$ cat src/rtl/reconf_fir_pkg.sv
// Shared definitions for the FIR microcode loader: FSM states, CRC-16 constants
// and the command-word field offsets shared with the FIR microcode format.
package reconf_fir_pkg;

   typedef enum logic [2:0] {
      ST_IDLE    = 3'd0,
      ST_HOLD    = 3'd1,
      ST_LOAD    = 3'd2,
      ST_RELEASE = 3'd3,
      ST_ERR     = 3'd4
   } state_t;

   localparam logic [15:0] CRC16_POLY = 16'h1021;
   localparam logic [15:0] CRC16_INIT = 16'hFFFF;

   // One SLICE_CFG_W field per FIR stage, stage 0 in the low bits.
   localparam int SLICE_CFG_W    = 8;
   localparam int CMD_STAGE0_OFF = 0;
   localparam int CMD_STAGE1_OFF = CMD_STAGE0_OFF + SLICE_CFG_W;
   localparam int CMD_STAGE2_OFF = CMD_STAGE1_OFF + SLICE_CFG_W;
   localparam int CMD_STAGE3_OFF = CMD_STAGE2_OFF + SLICE_CFG_W;

endpackage

$ cat src/rtl/reconf_fir_ucode_loader_crc.sv
// Single-cycle CRC-16-CCITT update over one WIDTH-bit word, MSB first.
module crc16_ccitt_word
   import reconf_fir_pkg::*;
#(
   parameter int WIDTH = 32
) (
   input  logic [15:0]      crc_in,
   input  logic [WIDTH-1:0] data,
   output logic [15:0]      crc_out
);

   logic [15:0] c;
   logic        fb;

   always_comb begin
      c  = crc_in;
      fb = 1'b0;
      for (int i = WIDTH - 1; i >= 0; i--) begin
         fb = c[15] ^ data[i];
         c  = {c[14:0], 1'b0};
         if (fb) c = c ^ CRC16_POLY;
      end
      crc_out = c;
   end

endmodule

$ cat src/rtl/reconf_fir_ucode_loader.sv
// Holds the FIR in reset, streams DEEP microcode words into its sequencer and
// releases it on a correctly sized load. Optional checksum: UCODE_LOADER_CRC_EN.
//
// state   | meaning
// IDLE    | waiting for start; fir_rst low only after a good load
// HOLD    | fir_rst asserted for RST_HOLD cycles
// LOAD    | accepting words, forwarding each to cfg_data one cycle later
// RELEASE | last word on cfg_data; fir_rst drops and done pulses next cycle
// ERR     | wrong word count, err_len set, waits for start
module reconf_fir_ucode_loader
   import reconf_fir_pkg::*;
#(
   parameter int CFG_WIDTH          = 32,
   parameter int SEQUENCER_DEEPBITS = 5,
   parameter int RST_HOLD           = 4
) (
   input  logic                 clk,
   input  logic                 rst_n,
   input  logic                 start,
   input  logic                 s_valid,
   output logic                 s_ready,
   input  logic                 s_last,
   input  logic [CFG_WIDTH-1:0] s_data,
   output logic                 cfg_valid,
   output logic [CFG_WIDTH-1:0] cfg_data,
   output logic                 fir_rst,
   output logic                 busy,
   output logic                 done,
   output logic                 err_len,
   output logic [15:0]          crc
);

   localparam int HW = (RST_HOLD > 1) ? $clog2(RST_HOLD) : 1;
   localparam logic [HW-1:0] HOLD_LOAD = HW'(RST_HOLD - 1);
   localparam logic [HW-1:0] HOLD_ONE  = HW'(1);
   localparam logic [SEQUENCER_DEEPBITS-1:0] LAST_IDX = '1;
   localparam logic [SEQUENCER_DEEPBITS-1:0] CNT_ONE  = SEQUENCER_DEEPBITS'(1);

   state_t                        state, state_nxt;
   logic [HW-1:0]                 hold_cnt;
   logic [SEQUENCER_DEEPBITS-1:0] word_cnt;
   logic                          accept;
   logic                          at_last;
   logic                          start_ok;

   assign accept   = s_valid && s_ready;
   assign at_last  = (word_cnt == LAST_IDX);
   assign start_ok = start && ((state == ST_IDLE) || (state == ST_ERR));

   always_ff @(posedge clk or negedge rst_n) begin
      if (!rst_n) state <= ST_IDLE;
      else        state <= state_nxt;
   end

   always_comb begin
      state_nxt = state;
      case (state)
         ST_IDLE:    if (start) state_nxt = ST_HOLD;
         ST_HOLD:    if (hold_cnt == '0) state_nxt = ST_LOAD;
         ST_LOAD: begin
            // s_last must coincide exactly with the final counter value
            if (accept) begin
               if (s_last)       state_nxt = at_last ? ST_RELEASE : ST_ERR;
               else if (at_last) state_nxt = ST_ERR;
            end
         end
         ST_RELEASE: state_nxt = ST_IDLE;
         ST_ERR:     if (start) state_nxt = ST_HOLD;
         default:    state_nxt = ST_IDLE;
      endcase
   end

   always_comb begin
      s_ready = (state == ST_LOAD);
      busy    = (state == ST_HOLD) || (state == ST_LOAD) || (state == ST_RELEASE);
   end

   always_ff @(posedge clk or negedge rst_n) begin
      if (!rst_n) begin
         hold_cnt  <= '0;
         word_cnt  <= '0;
         cfg_valid <= 1'b0;
         cfg_data  <= '0;
         fir_rst   <= 1'b1;
         done      <= 1'b0;
         err_len   <= 1'b0;
      end else begin
         cfg_valid <= accept;
         if (accept) cfg_data <= s_data;
         done <= (state == ST_RELEASE);

         if (start_ok)                                hold_cnt <= HOLD_LOAD;
         else if ((state == ST_HOLD) && (hold_cnt != '0)) hold_cnt <= hold_cnt - HOLD_ONE;

         if (state == ST_HOLD)       word_cnt <= '0;
         else if (accept && !at_last) word_cnt <= word_cnt + CNT_ONE;

         if (start_ok)                 fir_rst <= 1'b1;
         else if (state == ST_RELEASE) fir_rst <= 1'b0;

         if ((state == ST_LOAD) && accept && (s_last ^ at_last)) err_len <= 1'b1;
         else if ((state == ST_ERR) && start)                     err_len <= 1'b0;
      end
   end

`ifdef UCODE_LOADER_CRC_EN
   logic [15:0] crc_q;
   logic [15:0] crc_step;

   crc16_ccitt_word #(.WIDTH(CFG_WIDTH)) u_crc (
      .crc_in  (crc_q),
      .data    (s_data),
      .crc_out (crc_step)
   );

   always_ff @(posedge clk or negedge rst_n) begin
      if (!rst_n)        crc_q <= '0;
      else if (start_ok) crc_q <= CRC16_INIT;
      else if (accept)   crc_q <= crc_step;
   end

   assign crc = crc_q;
`else
   assign crc = '0;
`endif

endmodule

$ cat config.mk
export PLATFORM = sky130hd
export DESIGN_NAME = reconf_fir_ucode_loader
export DESIGN_NICKNAME = d
export VERILOG_FILES = /design/src/rtl/reconf_fir_pkg.sv /design/src/rtl/reconf_fir_ucode_loader_crc.sv /design/src/rtl/reconf_fir_ucode_loader.sv
export SDC_FILE = /design/constraint.sdc
export NUM_CORES = 1
export LEC_CHECK = 0
export ABC_AREA = 1
export CAP_MARGIN = 20
export CELL_PAD_IN_SITES_DETAIL_PLACEMENT = 2
export CELL_PAD_IN_SITES_GLOBAL_PLACEMENT = 2
export CORE_AREA = 2 2 96 98
export DETAILED_ROUTE_END_ITERATION = 7
export DIE_AREA = 0 0 98 100
export PLACE_DENSITY = 0.81
export SETUP_SLACK_MARGIN = 0.2
export SYNTH_ARGS = -nofsm -noshare
export SYNTH_HDL_FRONTEND = slang
export SYNTH_HIERARCHICAL = 1
export SYNTH_SLANG_ARGS = --single-unit
$ cat constraint.sdc
create_clock -name clk -period 2.45 [get_ports clk]
set_input_delay 0.3675 -clock clk [delete_from_list [all_inputs] [get_ports clk]]
set_output_delay 0.3675 -clock clk [all_outputs]
set_load 0.1 [all_outputs]
### After elaboration in Yosys (flattened, before gate mapping)

Cells that the tools add are included.

| storage, ports and cells | value |
|---|---|
| bits in registers | 46 |
| bits of input ports | 37 |
| output and inout bits | 54 |
| logic and storage cells | 55 |

| operators by class | value |
|---|---|
| add/subtract/negate cells | 2 |
| eq/ne operators | 9 |
| multiplexer cells | 15 |
| bitwise logic cells | 1 |
| reduce and logical (&&, ||, !) cells | 20 |

Operator list:

| kind | number |
|---|---|
| $mux W3 | 6 |
| $mux W5 | 2 |
| $reduce_bool A2 Y1 | 5 |
| $pmux W3 S3 | 1 |
| $logic_and A1 B1 Y1 | 7 |
| $eq A3 B2 Y1 const B | 2 |
| $add A5 B1 Y5 const B | 1 |
| $eq A5 B5 Y1 const B | 1 |
| $mux W1 | 4 |
| $mux W2 | 2 |
| $ne A2 B1 Y1 const B | 2 |
| $reduce_and A4 Y1 | 1 |
| $eq A3 B1 Y1 const B | 1 |
| $eq A3 B3 Y1 const B | 1 |
| $logic_not A3 Y1 | 1 |
| $logic_or A1 B1 Y1 | 3 |
| $ne A3 B1 Y1 const B | 1 |
| $logic_not A2 Y1 | 1 |
| $ne A2 B2 Y1 const B | 1 |
| $reduce_or A2 Y1 | 1 |
| $sub A2 B1 Y2 const B | 1 |
| $logic_not A1 Y1 | 1 |
| $xor A1 B1 Y1 | 1 |

### Depth between registers and ports, before layout

| logic depth | value |
|---|---|
| word-level depth | 5 |
| mapped depth | 9 |
| gate-level depth less buffers | 9 |

### Worst setup path after synthesis

OpenSTA, ideal clock, no wires.

| path | value |
|---|---|
| kind | register -> register |
| from | register state[0] |
| to | register state[1] |
| setup time | 0.124 ns |
| arrival time | 2.443 ns |
| required time | 2.326 ns |
| setup slack | -0.117 ns |
| cell stages (with the launch flop) | 7 |
| buffers on the path | 0 |
| period minus slack after synthesis | 2.567 ns |
| path through | dfrtp_1 -> inv_1 -> nand2_1 -> nor2_1 -> nand2_1 -> nand4_1 -> nand2_1 |

| between the ends | value |
|---|---|
| cells in the longest elaborated chain, start to end | 4 |
| elaborated cells on any way between the ends | 12 |
| classes of those cells | 7 x eq/ne; 1 x mux; 4 x reduce/logical |

Ends and longest elaborated chain:

| what | line | source |
|---|---|---|
| start: declaration | reconf_fir_ucode_loader.sv:39 | `state_t state, state_nxt;` |
| start signal: assignment | reconf_fir_ucode_loader.sv:52 | `else state <= state_nxt;` |
| $eq A3 B2 Y1 * | reconf_fir_ucode_loader.sv:74 | `s_ready = (state == ST_LOAD);` |
| named net s_ready | reconf_fir_ucode_loader.sv:21 | `output logic s_ready,` |
| $logic_and A1 B1 Y1 | reconf_fir_ucode_loader.sv:46 | `assign accept = s_valid && s_ready;` |
| $ne A2 B1 Y1 (no source line) | n/a |  |
| $reduce_and A4 Y1 (no source line) | n/a |  |

The timed path passes the listed nets; every way through them passes the cells marked *.
A chain may end at the register's enable or synchronous reset.

### Worst setup path after layout

| path | value |
|---|---|
| from | register state[0] |
| to | output port s_ready |

| between the ends | value |
|---|---|
| cells in the longest elaborated chain, start to end | 1 |

Ends and longest elaborated chain:

| what | line |
|---|---|
| $eq A3 B2 Y1 | reconf_fir_ucode_loader.sv:74 |
| end: declaration | reconf_fir_ucode_loader.sv:21 |

Every way passes these cells.

==> impl_metrics.json <==
{
  "clock_sink_count": 46,
  "rows": 35,
  "crit_path_launch_type": "flip-flop",
  "finalHoldViolCount": 0,
  "die_width_um": 98,
  "total_detailed_routing_wirelength_um": 5890,
  "worst_ep_arrival_time_ns": 1.41,
  "hp-class": "primary input to asynchronous set/reset pin",
  "vias": 1834,
  "numCtsBuffers": 5,
  "clockBufferDepth": 2,
  "grt_max_degree": 47,
  "globalRouteMet2Util": 0.222,
  "area_of_the_die_um2": 9800,
  "multiInputGateArea_um2": 787,
  "finish.instance_area_um2": 2880,
  "drv_cap": 0,
  "number_of_antenna_violations_at_the_first_check_in_global_routing": 0,
  "required_ns": 2.08,
  "avgRoutedWirePerCell_um": 13.5,
  "dp.final_hpwl_um": 4430,
  "hold_buffers": 0,
  "die_boundary_height_um": 100,
  "fin_skew_ns": 0.0115,
  "highest_count_cells_in_the_layout_ignoring_fill_and_taps": "nand2_1 (126), dfrtp_1 (45), buf_4 (40), clkdlybuf4s50_1 (35), conb_1 (16)",
  "initial_utilization": 0.239,
  "ffs_latches_synth": 46,
  "timing.critical_path.to_type": "output pin",
  "worst_skew_pair.late_latency_ns": 0.31,
  "ys_seq_area_frac": 0.542,
  "drc_violation_total_after_the_first_tritonroute_iteration": 62,
  "synth.cell_area_um2": 2120,
  "ctsRootBufferMaster": "clkbuf_8",
  "ant_nets": 0,
  "cp_class": "flip-flop to output pin",
  "run_status": "complete, no violations",
  "max_slew.worst_pin.slew_ns": 0.603,
  "min_period_ns": 1.78,
  "grt.met1_usage": 0.151,
  "clock.fmax_mhz": 562,
  "top_level_ports": 91,
  "post_synth_inst_count": 250,
  "io_buffers": 74,
  "fin_ws_ns": 0.670,
  "grt_first_pass_wirelength_um": 9730,
  "commonest_non_fill_non_tap_cell_in_the_layout": "nand2_1",
  "finalWeightedCongestion": 0.752,
  "vias_per_cell": 4.20,
  "cts_tree": "built",
  "setup_viol_count_final": 0,
  "fin_nets": 366,
  "grt_pass1_vias": 1971,
  "register_area_um2": 1150,
  "synth-warning-count": 6,
  "clk_pin_slew_ns": 0.09,
  "ctsHtreeMaxLevel": 2,
  "slew_headroom": 0.598,
  "postCtsSetupBuffers": 0,
  "tns_ns": 0,
  "drc": 0,
  "drt-pass1-iter-count": 4,
  "cp_max_fo": 4,
  "utilization_after_layout": 0.324,
  "ctsResizeCount": 0,
  "area_growth_pct": 35.7,
  "antenna-diode-count": 0,
  "dpl-instance-area_um2": 2790,
  "final_min_period_over_clock_period": 0.727,
  "layout-drive-gt1-share": 0.172,
  "grt_most_used_layer": "met2",
  "synth.avg_cell_area_um2": 8.50,
  "placeableCoreArea_um2": 8890,
  "met3_usage": 0.0299,
  "globalRouteTotalUtil": 0.124,
  "post-place-ws_ns": 0.535,
  "num-fill-cells": 1032,
  "synth.lib_cells_used.distinct": 19,
  "final-max-slew-violation-count": 0,
  "grt_overflow_total": 0,
  "rsz0062_at_grt": "no"
}
## worst paths after layout
kind,start,to,slack [ns],cells past startpoint
worst max-delay path,state[0],s_ready,0.67,4
worst min-delay path,rst_n,cfg_data[28],0.14,2
worst max register to register,word_cnt[0],state[1],0.83,9
worst min register to register,cfg_data[29],cfg_data[29],0.49,2
max in group asynchronous,rst_n,cfg_data[27],1.90,2
min in group clk,cfg_data[29],cfg_data[29],0.49,2
## layout make-up
cell class,instances,share of cell area
sequential,46,0.400
multi-input combinational,181,0.273
clock buffer,5,0.0239
clock inverter,3,0.00825
tap,111,0.0482
inverter,15,0.0195
timing repair buffer,76,0.227
## flip-flops by register name (all words and copies together), names as in the netlist
signal	count
cfg_data	32
word_cnt	5
state	3
hold_cnt	2
cfg_valid	1
done	1
err_len	1
fir_rst	1
## routing by layer
layer | vias up | share of wire | routed length, um
li1 | 890 | - | -
met1 | 884 | 0.44 | 2570
met2 | 57 | 0.50 | 2960
met3 | 3 | 0.055 | 326
met4 | 0 | 0.0054 | 32
met5 | - | 0 | 0
## cells in the mapped netlist
cell      number  share of area
buf_4         19          0.067
buf_6          4          0.021
conb_1         1         0.0018
dfrtp_1       45           0.53
dfstp_2        1          0.012
ha_1           4          0.024
inv_1         14          0.025
inv_2          1         0.0018
nand2_1      126           0.22
nand2_2        1         0.0029
nand3_1       12          0.028
nand3_2        1         0.0047
nand4_1        5          0.015
nor2_1         8          0.014
nor2_4         1         0.0053
nor2_8         1         0.0094
nor3_1         3         0.0071
o211ai_1       1         0.0035
o21ai_0        2         0.0047
## critical path, cell delays in order (launching register included)
cell     delay [ns]
dfrtp_1        0.44
inv_1          0.13
nand2_1        0.07
nor2_2         0.15
buf_4          0.32
## cell families after synthesis
kind of cell	count (synthesis)	synth area share
buffers and inverters	38	0.115
AND/OR/NAND/NOR	158	0.309
adder cells (fa/ha/maj)	4	0.0236
AO/OA/AOI/OAI	3	0.00825
flip-flops	46	0.542
other	1	0.00177
## stage by stage
step	hold slack, ns	cells
2_1_floorplan	0.0719	265
3_3_place_gp	0.455	429
3_5_place_dp	0.463	429
4_1_cts	0.169	437
5_1_grt	0.189	437
6_report	0.141	437
Power is not shown: default switching activity piles up to over one toggle a cycle in this logic, so the estimate is an artifact.
